<file path="config.mk">
export PLATFORM = sky130hd
export DESIGN_NAME = d_input_debouncer
export DESIGN_NICKNAME = d
export VERILOG_FILES = /design/src/rtl/d_ff_pkg.sv /design/src/rtl/d_sync_chain.sv /design/src/rtl/d_input_debouncer.sv
export SDC_FILE = /design/constraint.sdc
export NUM_CORES = 1
export LEC_CHECK = 0
export ABC_CLOCK_PERIOD_IN_PS = 2920
export CORE_MARGIN = 2
export CORE_UTILIZATION = 35
export DETAILED_ROUTE_END_ITERATION = 10
export MAX_ROUTING_LAYER = met4
export PLACE_DENSITY = 0.68
export SLEW_MARGIN = 30
export SYNTH_ARGS = -nofsm -noshare
export SYNTH_HDL_FRONTEND = slang
export SYNTH_HIERARCHICAL = 1
export SYNTH_SLANG_ARGS = --single-unit
</file>
<file path="constraint.sdc">
create_clock -name clk -period 2.92 [get_ports clk]
set_input_delay 0.876 -clock clk [delete_from_list [all_inputs] [get_ports clk]]
set_output_delay 0.876 -clock clk [all_outputs]
set_load 0.05 [all_outputs]
</file>
<file path="src/rtl/d_ff_pkg.sv">
// rtl/d_ff_pkg.sv - shared types and constants for the D flip-flop input path
package d_ff_pkg;

    typedef enum logic [1:0] {
        ST_LOW    = 2'd0,
        WAIT_HIGH = 2'd1,
        ST_HIGH   = 2'd2,
        WAIT_LOW  = 2'd3
    } deb_state_t;

    localparam int         DEF_SYNC_STAGES     = 2;
    localparam int         DEF_DEBOUNCE_CYCLES = 8;
    localparam logic [7:0] GLITCH_MAX          = 8'hFF;

    function automatic logic [7:0] glitch_inc(input logic [7:0] v);
        return (v == GLITCH_MAX) ? v : v + 8'd1;
    endfunction

endpackage

</file>
<file path="src/rtl/d_sync_chain.sv">
// rtl/d_sync_chain.sv - multi-flop synchronizer for a single asynchronous bit
module d_sync_chain import d_ff_pkg::*; #(
    parameter int SYNC_STAGES = DEF_SYNC_STAGES
) (
    input  logic clk,
    input  logic rst,
    input  logic async_in,
    output logic sync_out
);

    if (SYNC_STAGES < 2) begin : g_bad_stages
        $fatal(1, "d_sync_chain: SYNC_STAGES must be >= 2");
    end

    logic [SYNC_STAGES-1:0] sync_q;
    logic [SYNC_STAGES-1:0] sync_d;

    always_comb begin
        sync_d = {sync_q[SYNC_STAGES-2:0], async_in};
    end

    always_ff @(posedge clk or posedge rst) begin
        if (rst) begin
            sync_q <= '0;
        end else begin
            sync_q <= sync_d;
        end
    end

    assign sync_out = sync_q[SYNC_STAGES-1];

endmodule

</file>
<file path="src/rtl/d_input_debouncer.sv">
// rtl/d_input_debouncer.sv - synchronizes and debounces a raw input into a clean d level
module d_input_debouncer import d_ff_pkg::*; #(
    parameter int SYNC_STAGES     = DEF_SYNC_STAGES,
    parameter int DEBOUNCE_CYCLES = DEF_DEBOUNCE_CYCLES,
    parameter int CNT_W           = $clog2(DEBOUNCE_CYCLES + 1)
) (
    input  logic       clk,
    input  logic       rst,
    input  logic       raw_in,
    output logic       d_out,
    output logic       rise_pulse,
    output logic       fall_pulse,
    output logic       busy,
    output logic [7:0] glitch_cnt
);

    if (SYNC_STAGES < 2) begin : g_bad_stages
        $fatal(1, "d_input_debouncer: SYNC_STAGES must be >= 2");
    end
    if (DEBOUNCE_CYCLES < 1) begin : g_bad_cycles
        $fatal(1, "d_input_debouncer: DEBOUNCE_CYCLES must be >= 1");
    end
    if (CNT_W != $clog2(DEBOUNCE_CYCLES + 1)) begin : g_bad_cnt_w
        $fatal(1, "d_input_debouncer: CNT_W is derived and must not be overridden");
    end

    localparam logic [CNT_W-1:0] CNT_LAST = CNT_W'(DEBOUNCE_CYCLES - 1);
    localparam bit               SINGLE   = (DEBOUNCE_CYCLES == 1);

    logic sync;

    d_sync_chain #(
        .SYNC_STAGES (SYNC_STAGES)
    ) u_sync (
        .clk      (clk),
        .rst      (rst),
        .async_in (raw_in),
        .sync_out (sync)
    );

    deb_state_t       state_q, state_d;
    logic [CNT_W-1:0] cnt_q, cnt_d;
    logic             d_out_q, d_out_d;
    logic             rise_q, rise_d;
    logic             fall_q, fall_d;
    logic [7:0]       glitch_q, glitch_d;

    always_comb begin
        state_d  = state_q;
        cnt_d    = cnt_q;
        d_out_d  = d_out_q;
        rise_d   = 1'b0;
        fall_d   = 1'b0;
        glitch_d = glitch_q;
        case (state_q)
            ST_LOW: begin
                cnt_d = '0;
                if (sync) begin
                    // a one-cycle qualification window accepts on first sight
                    if (SINGLE) begin
                        state_d = ST_HIGH;
                        d_out_d = 1'b1;
                        rise_d  = 1'b1;
                    end else begin
                        state_d = WAIT_HIGH;
                        cnt_d   = CNT_W'(1);
                    end
                end
            end
            WAIT_HIGH: begin
                if (!sync) begin
                    state_d  = ST_LOW;
                    cnt_d    = '0;
                    glitch_d = glitch_inc(glitch_q);
                end else if (cnt_q == CNT_LAST) begin
                    state_d = ST_HIGH;
                    cnt_d   = '0;
                    d_out_d = 1'b1;
                    rise_d  = 1'b1;
                end else begin
                    cnt_d = cnt_q + 1'b1;
                end
            end
            ST_HIGH: begin
                cnt_d = '0;
                if (!sync) begin
                    if (SINGLE) begin
                        state_d = ST_LOW;
                        d_out_d = 1'b0;
                        fall_d  = 1'b1;
                    end else begin
                        state_d = WAIT_LOW;
                        cnt_d   = CNT_W'(1);
                    end
                end
            end
            WAIT_LOW: begin
                if (sync) begin
                    state_d  = ST_HIGH;
                    cnt_d    = '0;
                    glitch_d = glitch_inc(glitch_q);
                end else if (cnt_q == CNT_LAST) begin
                    state_d = ST_LOW;
                    cnt_d   = '0;
                    d_out_d = 1'b0;
                    fall_d  = 1'b1;
                end else begin
                    cnt_d = cnt_q + 1'b1;
                end
            end
            default: begin
                state_d = ST_LOW;
                cnt_d   = '0;
                d_out_d = 1'b0;
            end
        endcase
    end

    always_ff @(posedge clk or posedge rst) begin
        if (rst) begin
            state_q  <= ST_LOW;
            cnt_q    <= '0;
            d_out_q  <= 1'b0;
            rise_q   <= 1'b0;
            fall_q   <= 1'b0;
            glitch_q <= '0;
        end else begin
            state_q  <= state_d;
            cnt_q    <= cnt_d;
            d_out_q  <= d_out_d;
            rise_q   <= rise_d;
            fall_q   <= fall_d;
            glitch_q <= glitch_d;
        end
    end

    assign d_out      = d_out_q;
    assign rise_pulse = rise_q;
    assign fall_pulse = fall_q;
    assign busy       = (state_q == WAIT_HIGH) || (state_q == WAIT_LOW);
    assign glitch_cnt = glitch_q;

endmodule

</file>
==> results of run 1 <==
## sequential cells by signal, summed over array words and instances (netlist names), named ones only
| name | flops |
|---|---|
| fall_pulse | 1 |
| u_sync/sync_q | 2 |
| rise_pulse | 1 |
| state_q | 1 |
| cnt_q | 4 |
| glitch_cnt | 8 |
| d_out | 1 |
## power by group through the flow
stage	Combinational (mW)	Clock [mW]	Sequential, mW
floorplan	0.0792	0	0.489
global placement	0.308	0	0.361
detailed placement	0.308	0	0.362
CTS	0.310	0.136	0.358
global route	0.325	0.147	0.370
finish	0.308	0.126	0.356
## per-layer routing
layer / track usage, % / vias to the layer above / wire length [um]
met3: 3.39 / 2 / 57
met1: 16.0 / 283 / 672
met5: - / - / 0
li1: - / 287 / -
met2: 19.5 / 9 / 665
met4: 3.85 / 0 / 6
## cell type report
type | instances | area, um^2 | share of cell area, %
multi-input combinational | 51 | 369 | 35.0
clock buffer | 4 | 26.3 | 2.49
inverter | 2 | 7.51 | 0.713
tap | 28 | 35.0 | 3.33
timing repair buffer | 14 | 140 | 13.3
sequential | 19 | 475 | 45.1
## cell usage in the layout, fill, tap and decap left out, types with 3 or more instances in the layout
cell and instances:
nor3_1 4, clkbuf_4 3, dfrtp_1 19, xor2_1 6
nor2_1 4, clkdlybuf4s50_1 14, nand3_1 4, nand2_1 8
## logic make-up after synthesis
logic type                 after synthesis  share of synthesized area (%)
DFF                                     19                           55.6
adders and majority gates                2                           2.92
xor gates and xnor gates                 8                           9.06
and+or+nand+nor                         32                           22.7
muxes                                    2                           3.51
AOI/OAI and AO/OA                        7                           4.97
buffers and inverters                    3                           1.32
## final timing paths
kind / startpoint / end / slack [ps] / cells after the start
worst max-delay path: state_q[0] / busy / 440 / 1
worst min-delay path: u_sync/sync_q[0] / u_sync/sync_q[1] / 360 / 0
worst max register to register: flop / glitch_cnt[7] / 1400 / 4
worst min register to register: u_sync/sync_q[0] / u_sync/sync_q[1] / 360 / 0
max in group asynchronous: rst / glitch_cnt[6] / 1490 / 2
min in group asynchronous: rst / u_sync/sync_q[0] / 750 / 2
## synthesized netlist by cell type
library cell,instances
dfrtp_1,19
nand2_1,8
xor2_1,6
nand3_1,4
nor2_1,4
nor3_1,4
a21oi_1,2
and3_1,2
ha_1,2
inv_1,2
mux2_4,2
nor3b_1,2
o21ai_0,2
a211oi_1,1
a21boi_0,1
and4b_1,1
clkbuf_1,1
nand2_4,1
nand4b_1,1
nor2_2,1
nor3_2,1
nor3_4,1
nor3b_2,1
o21bai_1,1
or2_2,1
xnor2_1,1
xnor2_2,1
## through the flow
stage                     util (%)  hold WS, ps
after floorplan                  -          331
after global placement        45.6          337
after detailed placement      45.6          345
after CTS                     46.7          371
after global routing          46.7          388
final                         46.7          364
==> flow_summary.toml, run 1 <==
[sta]
fin_ws_ps = 439
max-slew-margin-rel_pct = 55.4
tightest_slew_ps = 669
finalHoldViolations = 0
setup_viol = 0
rsz0062_at_grt = "false"
tns_ps = 0
period_share_pct = 85.0
clock_skew_ps = 3.73
drv_slew = 0
fin_crit_ps = 2480
fmax_mhz = 403

[logic_synthesis]
synth_area_leaders = "dfrtp_1, xor2_1, mux2_4, nand2_1, ha_1"
syn_inst = 73
yosysTopAreaCell = "dfrtp_1"
syn_area_um2 = 856
ys_types = 27
yosysSeqAreaShare_pct = 55.6
synthesis.nets = 78
synth_warnings = 6
synth.avg_cell_area_um2 = 11.7
ys_ff_latch = 19
synth.top_cell.area_share_pct = 55.6

[global_routing]
grt_max_degree = 18
first_global_vias = 583
grt_use_total_pct = 12.6
grt_pass1_wl_mm = 2.50
grt_overflow = 0
antenna_found_initial = 0

[critical_path]
cp_top_family = "buffers and inverters"
crit_chain = "clkdlybuf4s50_1"
cpMaxStageDelayCell = "clkdlybuf4s50_1"
crit_required_ps = 2040
crit_buf_inv = 1
crit_fanout = 7
timing.setup.critical_path_class = "flop to primary output"
cp.arrival_ps = 1600
cp-start-kind = "flop"
worstSetupEndpointType = "primary output"
max_stage_delay_ps = 840

[floorplan]
rows = 17
fp.dieH_um = 53.5
fp.dieW_um = 53.5
fp.dieArea_um2 = 2860
initial_core_util_pct = 38.0
core_um2 = 2250
ios = 15

[power_and_ir_drop]
intPower_mw = 0.472
pwr-share-seq_pct = 45.1
p_leak_nw = 0.482
p_sw_mw = 0.318
swShare_pct = 40.3
pwr-share-comb_pct = 39.0
ir_worst_vdd_mv = 0.463
cellPowerDensity_nw_per_um2 = 750
power_frac_clock_pct = 15.9
power_mw = 0.790

[route]
dr.pass1.iters = 4
wl_per_cell_um = 11.9
viasPerCell = 4.92
drt_iter0_drc = 14
drt_wl_total_mm = 1.40
drtAntennaViolNets = 0
dr_total_vias = 581
drc = 0

[clock_network]
clock-sinks = 19
clockBufferDepth = 2
ctsResizeCount = 0
cts_setup_buffers = 0
cts_made_buffers = 3
worstSkewPairLatency_ps = 280
cts_tree = "yes"
cts_root_buf = "clkbuf_4"
cts_hold_buf = 0
htree_levels = 1
clk_pin_slew_ps = 100

[run_status]
status = "completed"

[place]
place_worst_setup_slack_ps = 758
place.gp.congestion = 0.723
placed_cell_area_um2 = 1030
dp_cells = 114
io_buffer_count = 14
hpwl_mm = 1.06

[flow_run]
drv_cap = 0

[finish]
fin_area_um2 = 1050
drive_above_1_share_pct = 13.3
fin_cells = 118
area_delta_synth_final_pct = 23.1
diodes = 0
final_nets = 96
n_fill_cell = 227

[hold_path]
hp-class = "flop to flop"
Power figures use the tool's default switching activity.
==> inputs of run 2 (changes only) <==
ABC_CLOCK_PERIOD_IN_PS = 2600   (was 2920)
clock period = 2.6 ns   (was 2.92 ns; I/O delays follow)
==> results of run 2 <==
Same layout as run 1 (identical final DEF). Status: completed.
Among the figures that moved: setup slack after placement 758 ps -> 534 ps; setup slack after layout 439 ps -> 215 ps; register-to-register setup slack 1400 ps -> 1080 ps; total power 0.790 mW -> 0.887 mW; worst IR drop on VDD 0.463 mV -> 0.520 mV
